==> config.mk <==
export PLATFORM = sky130hd
export DESIGN_NAME = writeback_unit
export DESIGN_NICKNAME = d
export VERILOG_FILES = /design/src/rtl/writeback_unit.sv
export SDC_FILE = /design/constraint.sdc
export NUM_CORES = 1
export LEC_CHECK = 0
export ABC_CLOCK_PERIOD_IN_PS = 3400
export BUFFER_PORTS_ARGS = -buffer_cell sky130_fd_sc_hd__buf_2
export CAP_MARGIN = 20
export CORE_AREA = 2 2 120 122
export DETAILED_ROUTE_END_ITERATION = 10
export DIE_AREA = 0 0 122 124
export PLACE_DENSITY_LB_ADDON = 0.1
export SETUP_SLACK_MARGIN = 0.15
export SLEW_MARGIN = 20
export SYNTH_ARGS = -nofsm -noshare
export SYNTH_HDL_FRONTEND = slang
export SYNTH_SLANG_ARGS = --single-unit
export TNS_END_PERCENT = 10
==> constraint.sdc <==
create_clock -name clk -period 3.4 [get_ports clk]
set_clock_uncertainty 0.05 [all_clocks]
set_input_delay 0.68 -clock clk [delete_from_list [all_inputs] [get_ports clk]]
set_output_delay 0.68 -clock clk [all_outputs]
set_load 0.005 [all_outputs]
==> src/rtl/writeback_unit.sv <==
// Registered writeback stage: selects integer/FP results, extends load data,
// holds a load while memory is busy, and drives both register-file write ports.
module writeback_unit #(
  parameter int XLEN   = 32,
  parameter int REG_AW = 5,
  parameter int CNT_W  = 32
) (
  input  logic              clk,
  input  logic              rst,
  input  logic              valid_w,
  input  logic [REG_AW-1:0] rd_w,
  input  logic              RegWriteW,
  input  logic              fRegWriteW,
  input  logic [1:0]        ResultSrcW,
  input  logic              fResultSrcW,
  input  logic [2:0]        funct3W,
  input  logic [XLEN-1:0]   PCPlus4W,
  input  logic [XLEN-1:0]   ALU_ResultW,
  input  logic [XLEN-1:0]   ReadDataW,
  input  logic [XLEN-1:0]   FPU_ResultW,
  input  logic [XLEN-1:0]   fReadDataW,
  input  logic              o_p_waitrequest,
  output logic [XLEN-1:0]   ResultW,
  output logic [XLEN-1:0]   fResultW,
  output logic [REG_AW-1:0] rd_out,
  output logic              we_out,
  output logic              fwe_out,
  output logic              stall_w,
  output logic [CNT_W-1:0]  retire_cnt
);

  typedef enum logic {S_PASS, S_WAIT} state_t;

  state_t              state;
  logic [REG_AW-1:0]   h_rd;
  logic                h_regw, h_fregw, h_fsrc;
  logic [1:0]          h_src, h_off;
  logic [2:0]          h_f3;

  logic                in_wait, mem_src, pend, commit, capture;
  logic [REG_AW-1:0]   c_rd;
  logic                c_regw, c_fregw, c_fsrc;
  logic [1:0]          c_src, c_off;
  logic [2:0]          c_f3;
  logic [7:0]          ld_byte;
  logic [15:0]         ld_half;
  logic [XLEN-1:0]     ld_ext, int_sel, fp_sel;

  assign in_wait = (state == S_WAIT);
  assign mem_src = (ResultSrcW == 2'b01) || fResultSrcW;
  assign pend    = in_wait || (valid_w && mem_src);
  // Gated by rst so upstream is never frozen while the stage is held in reset.
  assign stall_w = rst && pend && o_p_waitrequest;
  assign commit  = in_wait ? !o_p_waitrequest : (valid_w && !stall_w);
  assign capture = !in_wait && valid_w && mem_src && o_p_waitrequest;

  // While waiting, control comes from the hold registers; data stays live.
  assign c_rd    = in_wait ? h_rd    : rd_w;
  assign c_regw  = in_wait ? h_regw  : RegWriteW;
  assign c_fregw = in_wait ? h_fregw : fRegWriteW;
  assign c_src   = in_wait ? h_src   : ResultSrcW;
  assign c_fsrc  = in_wait ? h_fsrc  : fResultSrcW;
  assign c_f3    = in_wait ? h_f3    : funct3W;
  assign c_off   = in_wait ? h_off   : ALU_ResultW[1:0];

  assign ld_byte = ReadDataW[{c_off, 3'b000} +: 8];
  assign ld_half = c_off[1] ? ReadDataW[31:16] : ReadDataW[15:0];

  always_comb begin
    ld_ext = ReadDataW;
    case (c_f3)
      3'b000:  ld_ext = {{(XLEN-8){ld_byte[7]}}, ld_byte};
      3'b001:  ld_ext = {{(XLEN-16){ld_half[15]}}, ld_half};
      3'b100:  ld_ext = {{(XLEN-8){1'b0}}, ld_byte};
      3'b101:  ld_ext = {{(XLEN-16){1'b0}}, ld_half};
      default: ld_ext = ReadDataW;
    endcase
  end

  always_comb begin
    int_sel = ALU_ResultW;
    case (c_src)
      2'b01:   int_sel = ld_ext;
      2'b10:   int_sel = PCPlus4W;
      default: int_sel = ALU_ResultW;
    endcase
  end

  assign fp_sel = c_fsrc ? fReadDataW : FPU_ResultW;

  always_ff @(posedge clk or negedge rst) begin
    if (!rst) begin
      state      <= S_PASS;
      h_rd       <= '0;
      h_regw     <= 1'b0;
      h_fregw    <= 1'b0;
      h_src      <= 2'b00;
      h_fsrc     <= 1'b0;
      h_f3       <= 3'b000;
      h_off      <= 2'b00;
      ResultW    <= '0;
      fResultW   <= '0;
      rd_out     <= '0;
      we_out     <= 1'b0;
      fwe_out    <= 1'b0;
      retire_cnt <= '0;
    end else begin
      we_out  <= 1'b0;
      fwe_out <= 1'b0;
      if (capture) begin
        state   <= S_WAIT;
        h_rd    <= rd_w;
        h_regw  <= RegWriteW;
        h_fregw <= fRegWriteW;
        h_src   <= ResultSrcW;
        h_fsrc  <= fResultSrcW;
        h_f3    <= funct3W;
        h_off   <= ALU_ResultW[1:0];
      end
      if (commit) begin
        state      <= S_PASS;
        ResultW    <= int_sel;
        fResultW   <= fp_sel;
        rd_out     <= c_rd;
        we_out     <= c_regw && (c_rd != '0);
        fwe_out    <= c_fregw;
        retire_cnt <= retire_cnt + {{(CNT_W-1){1'b0}}, 1'b1};
      end
    end
  end

endmodule

# --- Word-level counts from Yosys, hierarchy flattened ---
# Index checks and enable logic that the tools add are counted.
totals:
  register_bits: 119
  inputBits: 177
  output_inout_bits: 104
  elab_cells: 54
classes:
  add_sub_neg: 1
  n_eq_ne: 6
  shifts: 1
  mux: 16
  reduce_logical: 16
op_table:
  columns: ["op", "count"]
  rows:
  - ["one-hot mux 32 bit (4 select lines)", 1]
  - ["one-hot mux 32 bit (2 select lines)", 1]
  - ["adder 32 x 1 -> 32 bit (second input constant)", 1]
  - ["2-to-1 mux 32 bit", 1]
  - ["variable part select 32 x 6 -> 8 bit", 1]
  - ["2-to-1 mux 16 bit", 1]
  - ["logical AND 1 bit", 8]
  - ["2-to-1 mux 1 bit", 8]
  - ["equality test 3 bit (second input constant)", 2]
  - ["2-to-1 mux 5 bit", 1]
  - ["nonzero test 5 bit", 1]
  - ["equality test 2 x 1 -> 1 bit (second input constant)", 2]
  - ["2-to-1 mux 2 bit", 2]
  - ["equality test 3 x 1 -> 1 bit (second input constant)", 1]
  - ["logical NOT 1 bit", 3]
  - ["logical NOT 3 bit", 1]
  - ["2-to-1 mux 3 bit", 1]
  - ["equality test 2 bit (second input constant)", 1]
  - ["logical OR 1 bit", 2]
  - ["nonzero test 2 bit", 1]

# --- Logic depth before layout (Yosys ltp) ---
# Gate-level depths: netlist of the first run.
depth:
  depth_word: 10
  ltp_mapped: 14
  ltp_nobuf: 8

# --- Worst setup path before layout of the first run ---
# Ideal clock, no wire load.
synth_timing:
  kind: "reg-to-reg"
  start: "reg state (netlist: in_wait)"
  end: "reg ResultW[15]"
  setup_ns: 0.129
  arrival_ns: 2.645
  required_ns: 3.221
  setup_slack_ns: 0.576
  stages_incl_launch_ff: 13
  path_buffers: 6
  period_less_slack_ns: 2.824
  path_cell_list: "dfrtp_1 buf_4 buf_6 buf_2 buf_2 mux2i_1 inv_1 ha_1 clkbuf_1 clkbuf_1 nand3_1 o22ai_1 a21oi_1"
synth_via:
  elab_chain_len: 6
  elab_cells_between_ends: 19
  classes_between: "eq/ne: 5; shift: 1; mux: 7; reduce/logical: 6"
synth_rtl:
  columns: ["item", "line", "rtl"]
  rows:
  - ["start, declared", "34", "state_t state;"]
  - ["start signal, assigned", "93", "state <= S_PASS;"]
  - ["start signal, assigned", "111", "state <= S_WAIT;"]
  - ["start signal, assigned", "121", "state <= S_PASS;"]
  - ["parallel branches: the longest is 6 deep, another holds variable part select 32 x 6 -> 8 bit", null, null]
  - ["end signal, assigned", "122", "ResultW <= int_sel;"]
  - ["end, declared", "23", "output logic [XLEN-1:0] ResultW,"]
# Parallel ways; which one is timed is not known.
# A chain may end at the register's enable or synchronous reset.

# --- Worst setup path after layout of the first run ---
layout_timing:
  start: "reg state (netlist: in_wait)"
  end: "reg ResultW[6]"
# The elaborated chain is that of the path after synthesis.

==> results of run 1 <==
==> critical path: cells and delay by family, from the launching register on <==
kind | cells | cell delay, ps
flip-flops | 1 | 640
buffers and inverters | 2 | 590
AND/OR/NAND/NOR | 1 | 480
adder cells (fa/ha/maj) | 1 | 290
AO/OA/AOI/OAI | 2 | 370
multiplexers | 1 | 300
==> logic make-up after synthesis <==
family	after synthesis	synth area share, %
adders and majority gates	3	0.569
AOI/OAI and AO/OA	191	19.2
xor gates and xnor gates	31	4.11
buffers and inverters	51	3.60
muxes	73	12.0
DFF	119	45.1
and+or+nand+nor	211	15.5
==> stage by stage <==
step	cell area (um2)	cells	setup slack (ps)	hold WS, ps
after floorplan	6600	679	576	334
after global placement	8150	1109	609	407
after detailed placement	8160	1110	552	416
after CTS	8780	1142	593	428
after global routing	8780	1142	386	445
final	8780	1142	561	425
==> cells in the final DEF (no fill, tap or decap), types with 5 or more instances in the layout <==
cell type,count
xnor2_1,25
nand4_1,9
mux2_2,17
a2bb2oi_1,10
nand2_1,119
mux2i_1,53
nand2b_1,14
o221ai_2,7
o21ai_0,42
nor3_1,7
o21ai_1,8
a22oi_1,5
buf_4,14
xor2_1,6
nand3_1,14
a21o_1,6
o211a_1,7
dfrtp_1,119
nor2_1,15
a21oi_1,65
a31o_1,11
buf_2,279
o22ai_1,8
and3_1,9
o221ai_1,5
clkbuf_16,17
inv_1,7
==> synth_stat cells (9+ instances only) <==
master,count
and3_1,9
nand3_1,14
nand2_1,120
mux2_2,17
clkbuf_1,23
a31o_1,11
nand4_1,9
a21oi_1,65
dfrtp_1,119
nor2_1,16
buf_2,13
a2bb2oi_1,10
o21ai_0,42
mux2i_1,53
xnor2_1,25
nand2b_1,14
==> power groups by stage <==
stage          clock network, mW  registers [mW]  logic [mW]
3_3_place_gp                   0            1.85        1.14
2_1_floorplan                  0            1.85       0.615
6_report                    1.88            1.83        1.17
3_5_place_dp                   0            1.85        1.17
4_1_cts                     1.91            1.83        1.18
5_1_grt                     1.99            1.87        1.29
==> worst paths after layout <==
| check | slack (ps) | startpoint | depth (start not counted) | endpoint |
|---|---|---|---|---|
| worst max-delay path | 560 | in_wait$_DFFE_PN0P_ | 7 | ResultW[6]$_DFFE_PN0P_ |
| worst min-delay path | 420 | fResultW[27]$_DFFE_PN0P_ | 2 | fResultW[27]$_DFFE_PN0P_ |
| worst max register to register | 560 | in_wait$_DFFE_PN0P_ | 7 | ResultW[6]$_DFFE_PN0P_ |
| worst min register to register | 420 | fResultW[27]$_DFFE_PN0P_ | 2 | fResultW[27]$_DFFE_PN0P_ |
| max in group asynchronous | 1550 | rst | 3 | retire_cnt[12]$_DFFE_PN0P_ |
| min in group asynchronous | 460 | rst | 2 | ResultW[6]$_DFFE_PN0P_ |
==> final cells by class <==
class,instances,share of cell area (%)
multi-input combinational,509,38.6
sequential,119,33.9
timing repair buffer,295,17.6
clock buffer,19,5.16
tap,180,2.56
clock inverter,13,1.91
inverter,7,0.299
==> flip-flops by register name (all words and copies together), names as in the netlist <==
name        cells
h_fsrc          1
h_f3            3
h_off           2
h_fregw         1
ResultW        32
fResultW       32
h_regw          1
rd_out          5
h_src           2
h_rd            5
fwe_out         1
in_wait         1
we_out          1
retire_cnt     32
==> routing by layer <==
layer | GRT usage, % | share of wire (%) | vias up
met5 | 0 | 0 | -
met4 | 10.4 | 2.6 | 0
met3 | 6.00 | 8.5 | 36
met2 | 50.9 | 50 | 333
met1 | 33.9 | 38 | 2985
li1 | - | - | 2998
==> results.yml, run 1 <==
detailed_routing:
  wl_per_cell_um: 18.9
  viasPerCell: 5.56
  wirelength_um: 21600
  drtIter0Drc: 499
  drc: 0
  drtPass1Iterations: 6
  dr_total_vias: 6352
  drtAntennaViolNets: 0
timing:
  max_slew_margin_pct: 42.0
  fin_crit_ps: 2840
  tns_ps: 0
  fin_crit_sh_pct: 83.5
  setup_viol: 0
  max_clock_freq_mhz: 352
  rsz0062_at_grt: "no"
  drv_slew: 0
  worst_slew_pin_slew_ps: 870
  finalHoldViolCount: 0
clock_tree:
  cts.repair.resized: 0
  cts.htree.levels: 4
  postCtsSetupRepairBufs: 0
  cts_made_buffers: 17
  cts.sinks: 119
  clk_pin_slew_ps: 60
  ctsLongestPathBuffers: 2
  postCtsHoldBufs: 0
  insertion_delay_ps: 410
  cts_root_buffer: "clkbuf_16"
  cts_tree: "built"
placement:
  dp_hpwl_um: 16000
  gp_congestion: 0.944
  port_buffers: 280
critical_path:
  cp.required_ps: 3650
  crit_path_end_kind: "register"
  cp_slowest_cell: "dfrtp_1"
  cp_cell_sequence: "mux2i_1, inv_1, ha_1, inv_1, nand3_1, a21oi_1, a21oi_1"
  path_max_fanout: 20
  critPathMaxStageDelay_ps: 640
  start_kind: "register"
  cp.arrival_ps: 3090
  critical_path_class: "reg2reg"
power_and_ir_drop:
  power_leakage_nw: 4.37
  switching_share_pct: 30.5
  vdd_drop_max_mv: 0.366
  p_per_area_nw_per_um2: 556
  seqPwrFrac_pct: 37.6
  switchingPower_mw: 1.49
  power_frac_clock_pct: 38.5
  power_mw: 4.88
  p_int_mw: 3.39
  comb_power_share_pct: 23.9
floorplan:
  coreArea_um2: 13700
  ios: 281
  die_y_um: 124
  start_util_pct: 48.1
  die_area_um2: 15100
  rows: 43
  die_w_um: 122
finish:
  multi_input_area_um2: 3390
  nets: 1129
  synthToLayoutAreaGrowth_pct: 33.0
  utilization_pct: 64.0
  final_layout_size_suffix_gt1_share_pct: 37.9
  regArea_um2: 2980
  fill_cells: 1190
  n_antenna_cell: 0
synth:
  synth_edf_count: 0
  synth_warnings: 0
  synthFlopType: "dfrtp_1"
  syn_area_um2: 6600
  synth_top_area_share_pct: 45.1
  avgSynthCellArea_um2: 9.72
  synthArstFlopShare_pct: 100
  synth_nets: 859
  yosys.area.top_type: "dfrtp_1"
  synthCells: 679
  synth.distinct_cells: 60
  synth.area.top_cells: "dfrtp_1 45%, mux2i_1 8.0%, nand2_1 6.8%"
  synth_seq_cells: 119
  yosysSeqAreaShare_pct: 45.1
run_status:
  status: "completed"
global_route:
  grt_usage_pct: 28.5
  first_global_vias: 6298
  gr-total-overflow: 0
  grt_pass1_wl_um: 32900
  antenna_found_initial: 0
  grt_max_degree: 81
hold_path:
  hold_class: "reg2reg"
job:
  cap_viol_max_count: 0
Power figures use the tool's default switching activity.
==> inputs of run 2 (changes only) <==
- ABC_CLOCK_PERIOD_IN_PS: 3400 -> 2800
- clock period: 3.4 -> 2.8 ns (I/O delays scaled with it)
==> run 2 against run 1 <==
Compared with the run above:
- final cell count is 0.53% higher
- clock-buffer cell count stayed put
- via count is 0.22% higher
- wire length is 0.39% lower
- maximum frequency is 18% higher
- die area stayed put
- hold slack worse by 160 ps
- combinational power is 21% higher
- power is 25% higher
- clock power is 30% higher
- sequential share of layout area is 0.40 points lower
- largest power group unchanged
==> results.yml, run 2 (synthesized netlist as in run 1, its figures left out) <==
critical_path:
  crit_path_end_kind: "register"
  critical_path_class: "reg2reg"
  cp_slowest_cell: "mux4_2"
  cp_num_buf_inv: 1
  path_max_fanout: 27
  critPathMaxStageDelay_ps: 530
  cp.required_ps: 3050
  cp_cell_sequence: "buf_4, mux2i_1, mux4_2, and2b_4, o221ai_2, a21oi_1"
  start_kind: "register"
  crit_family: "multiplexers"
  cp.arrival_ps: 2650
global_route:
  gr-total-overflow: 0
  grt_pass1_wl_um: 32800
  grt_max_degree: 67
  grt_usage_pct: 28.5
  use_met2_pct: 50.9
  first_global_vias: 6261
  grt_use_met1_pct: 33.2
  busiest_layer: "met2"
  met3_usage_pct: 7.65
  antenna_found_initial: 0
detailed_routing:
  drc: 0
  wirelength_um: 21500
  dr_total_vias: 6366
  wl_per_cell_um: 18.7
  viasPerCell: 5.55
  drtPass1Iterations: 5
  drtIter0Drc: 457
  drtAntennaViolNets: 0
floorplan:
  die_w_um: 122
  die_area_um2: 15100
  rows: 43
  ios: 281
  coreArea_um2: 13700
  die_y_um: 124
  start_util_pct: 48.1
placement:
  pre_cts_ws_ps: 283
  port_buffers: 280
  place_inst: 1116
  dp_hpwl_um: 16200
  placed_area_um2: 8210
  gp_congestion: 0.904
run_status:
  status: "completed"
timing:
  worst_slew_pin_slew_ps: 848
  max_clock_freq_mhz: 415
  finalHoldViolCount: 0
  fin_crit_ps: 2410
  whs_ps: 260
  max_slew_margin_pct: 43.5
  fin_crit_sh_pct: 86.0
  setup_viol: 0
  rsz0062_at_grt: "no"
  tns_ps: 0
  worst_slack_ps: 393
  drv_slew: 0
finish:
  synthToLayoutAreaGrowth_pct: 34.6
  largest_registers: "ResultW (32), fResultW (32), retire_cnt (32)"
  nets: 1135
  final_area_um2: 8880
  n_antenna_cell: 0
  fin_cells: 1148
  final_layout_size_suffix_gt1_share_pct: 38.4
  fill_cells: 1169
  mostFrequentLayoutCell: "buf_2"
  layout_common_cells: "279 x buf_2, 119 x dfrtp_1, 119 x nand2_1"
power_and_ir_drop:
  power_frac_clock_pct: 40.1
  comb_power_share_pct: 23.3
  switchingPower_mw: 1.80
  p_int_mw: 4.32
  seqPwrFrac_pct: 36.6
  vdd_drop_max_mv: 0.374
  p_per_area_nw_per_um2: 688
  power_leakage_nw: 4.43
  switching_share_pct: 29.4
clock_tree:
  cts.htree.levels: 4
  cts_tree: "built"
  cts.sinks: 119
  postCtsSetupRepairBufs: 0
  postCtsHoldBufs: 0
  clk_pin_slew_ps: 60
  ctsLongestPathBuffers: 2
  cts_made_buffers: 17
  cts_root_buffer: "clkbuf_16"
  insertion_delay_ps: 410
job:
  cap_viol_max_count: 0
hold_path:
  hold_class: "in2async"
## run 2: routing by layer
layer	wire length, um	vias to the layer above
li1	-	3001
met4	515	0
met1	8240	3026
met3	1920	39
met2	10800	300
met5	0	-
## run 2: cell type report
cell class / instances / area [um2] / share of cell area, %
Clock inverter: 13 / 218 / 2.45
Tap cell: 180 / 225 / 2.53
Timing Repair Buffer: 301 / 1590 / 17.9
Clock buffer: 19 / 453 / 5.10
Inverter: 7 / 26.3 / 0.296
Sequential cell: 119 / 2980 / 33.5
Multi-Input combinational cell: 509 / 3400 / 38.2
## run 2: what timing repair did
action / in CTS / in global routing
gates resized for setup: 0 / 1
hold endpoints to repair: 0 / 0
setup endpoints to repair: 0 / 1
## run 2: path summary, 6_finish.rpt
| check | to | start | cells after the start | slack [ps] |
|---|---|---|---|---|
| setup / recovery | ResultW[13]$_DFFE_PN0P_ | in_wait$_DFFE_PN0P_ | 6 | 390 |
| hold / removal | ResultW[7]$_DFFE_PN0P_ | rst | 2 | 260 |
| setup reg to reg | ResultW[13]$_DFFE_PN0P_ | in_wait$_DFFE_PN0P_ | 6 | 390 |
| hold reg to reg | retire_cnt[31]$_DFFE_PN0P_ | retire_cnt[31]$_DFFE_PN0P_ | 1 | 420 |
| max in group asynchronous | in_wait$_DFFE_PN0P_ | rst | 3 | 1100 |
| min in group clk | h_src[1]$_DFFE_PN0P_ | ResultSrcW[1] | 2 | 360 |
## run 2: power groups by stage
stage	sequential, mW	clock [mW]	combinational (mW)
CTS	2.24	2.48	1.43
global placement	2.25	0	1.40
global route	2.28	2.57	1.57
finish	2.24	2.45	1.42
detailed placement	2.26	0	1.43
floorplan	2.24	0	0.750
## run 2: per-stage QoR
| stage | utilization, % | total power [mW] |
|---|---|---|
| global route | 64.8 | 6.43 |
| floorplan | - | 2.99 |
| detailed placement | 59.8 | 3.69 |
| global placement | 59.8 | 3.65 |
| CTS | 64.7 | 6.15 |
| finish | 64.8 | 6.11 |
## run 2: worst reg2reg max path, cell delays in order (launching register included)
cell,delay [ps]
dfrtp_1,480
buf_4,390
mux2i_1,330
mux4_2,530
and2b_4,230
o221ai_2,190
a21oi_1,100
==> inputs of run 3 (changes only) <==
- ABC_CLOCK_PERIOD_IN_PS: 2800 -> 3100
- CORE_AREA: 2 2 120 122 -> 2 2 116 118
- DIE_AREA: 0 0 122 124 -> 0 0 118 120
- clock period: 2.8 -> 3.1 ns (I/O delays scaled with it)
==> run 3 against run 2 <==
Compared with the run above:
- power is 13% lower
- via count grew 0.46%
- cell area down 1.1%
- setup slack better by 180 ps
- critical path depth rose by 1
- clock power fell by 15%
- critical path type unchanged
==> results.yml, run 3 (synthesized netlist as in run 1, its figures left out) <==
detailed_routing:
  drtPass1Iterations: 5
  drtAntennaViolNets: 0
  drc: 0
  dr_total_vias: 6395
  drtIter0Drc: 478
  wirelength_um: 20600
  wl_per_cell_um: 18.0
  viasPerCell: 5.60
critical_path:
  path_max_fanout: 18
  crit_path_end_kind: "register"
  cp.arrival_ps: 2800
  r2r_end: "ResultW[2]$_DFFE_PN0P_"
  worstRegToRegCells: 7
  ff2ff_setup_slack_ps: 580
  critical_path_class: "reg2reg"
  cp.required_ps: 3370
  start_kind: "register"
  reg2reg_from: "in_wait$_DFFE_PN0P_"
timing:
  rsz0062_at_grt: "no"
  max_slew_margin_pct: 40.2
  finalHoldViolCount: 0
  setup_viol: 0
  fin_crit_sh_pct: 81.4
  fin_crit_ps: 2520
  drv_slew: 0
  worst_slew_pin_slew_ps: 897
  max_clock_freq_mhz: 396
  tns_ps: 0
clock_tree:
  cts_root_buffer: "clkbuf_16"
  postCtsHoldBufs: 0
  cts.htree.levels: 4
  cts_tree: "built"
  postCtsSetupRepairBufs: 0
  ctsLongestPathBuffers: 2
  cts_made_buffers: 17
  cts.sinks: 119
  cts.repair.resized: 0
  insertion_delay_ps: 410
  clk_pin_slew_ps: 50
placement:
  gp_congestion: 0.974
  dp_hpwl_um: 15400
  port_buffers: 280
floorplan:
  start_util_pct: 50.8
  coreArea_um2: 13000
  ios: 281
  rows: 42
  die_y_um: 120
  die_area_um2: 14200
  die_w_um: 118
power_and_ir_drop:
  power_frac_clock_pct: 38.8
  comb_power_share_pct: 23.6
  switchingPower_mw: 1.58
  vdd_drop_max_mv: 0.428
  p_int_mw: 3.77
  p_per_area_nw_per_um2: 608
  seqPwrFrac_pct: 37.5
  power_mw: 5.35
  power_leakage_nw: 4.38
  switching_share_pct: 29.5
finish:
  layout_common_cells: "279 x buf_2, 119 x dfrtp_1, 119 x nand2_1"
  nets: 1133
  n_antenna_cell: 0
  synthToLayoutAreaGrowth_pct: 33.2
  largest_registers: "ResultW (32), fResultW (32), retire_cnt (32)"
  mostFrequentLayoutCell: "buf_2"
  final_layout_size_suffix_gt1_share_pct: 38.0
global_route:
  antenna_found_initial: 0
  grt_pass1_wl_um: 33000
  grt_max_degree: 75
  grt_usage_pct: 29.7
  first_global_vias: 6333
  gr-total-overflow: 0
hold_path:
  hold_class: "in2async"
run_status:
  status: "completed"
job:
  cap_viol_max_count: 0
-- run 3: cell count changes in the layout (fill, tap and decap cells not counted) --
cell,before,now
nand3_2,2,1
clkinvlp_4,2,3
clkbuf_1,0,1
mux2_2,16,17
clkinv_4,4,1
inv_6,2,1
clkinv_2,0,3
clkbuf_8,2,1
bufinv_16,5,4
mux2_4,1,0
nand3_1,13,14
buf_12,2,1
buf_4,20,19
-- run 3: power groups by stage --
stage	Clock [mW]	Combinational, mW	Sequential (mW)
after detailed placement	0	1.27	2.03
final	2.08	1.26	2.01
after global routing	2.17	1.40	2.04
after floorplan	0	0.675	2.03
after CTS	2.09	1.27	2.01
after global placement	0	1.24	2.02
-- run 3: how the worst max path moves through the flow --
stage | startpoint | to | slack, ps
after floorplan | in_wait$_DFFE_PN0P_ | ResultW[15]$_DFFE_PN0P_ | 280
after global placement | ResultSrcW[1] | ResultW[28]$_DFFE_PN0P_ | 620
after detailed placement | ALU_ResultW[1] | ResultW[20]$_DFFE_PN0P_ | 630
after CTS | in_wait$_DFFE_PN0P_ | ResultW[2]$_DFFE_PN0P_ | 650
after global routing | in_wait$_DFFE_PN0P_ | ResultW[2]$_DFFE_PN0P_ | 410
final | in_wait$_DFFE_PN0P_ | ResultW[2]$_DFFE_PN0P_ | 580
-- run 3: final cells by class --
cell class | count | area [um2]
multi-input cells | 509 | 3390
inverters | 7 | 26.3
flip-flops and latches | 119 | 2980
well taps | 176 | 220
repair buffers | 299 | 1560
clock inverters | 12 | 175
fillers | 1080 | 4190
clock buffers | 19 | 443
-- run 3: critical path, stage by stage, from the launching register on --
cell      delay [ps]
dfrtp_1          500
buf_4            270
mux2i_1          220
buf_4            260
o31ai_1          110
a21oi_1          600
o221ai_1         270
o22ai_1          160
-- run 3: per-stage QoR --
step | cell area [um2] | setup WS [ps] | hold slack [ps] | instances | util, %
4_1_cts | 8790 | 655 | 326 | 1141 | 67.7
3_3_place_gp | 8170 | 617 | 407 | 1110 | 63.0
5_1_grt | 8790 | 413 | 346 | 1141 | 67.7
3_5_place_dp | 8170 | 628 | 410 | 1110 | 63.0
6_report | 8790 | 575 | 291 | 1141 | 67.7
2_1_floorplan | 6600 | 276 | 274 | 679 | -
-- run 3: per-layer routing --
layer / track usage [%] / share of wire (%)
met5: 0 / 0
met4: 12.9 / 3.7
met3: 7.56 / 8.4
met2: 51.5 / 50
met1: 35.1 / 38
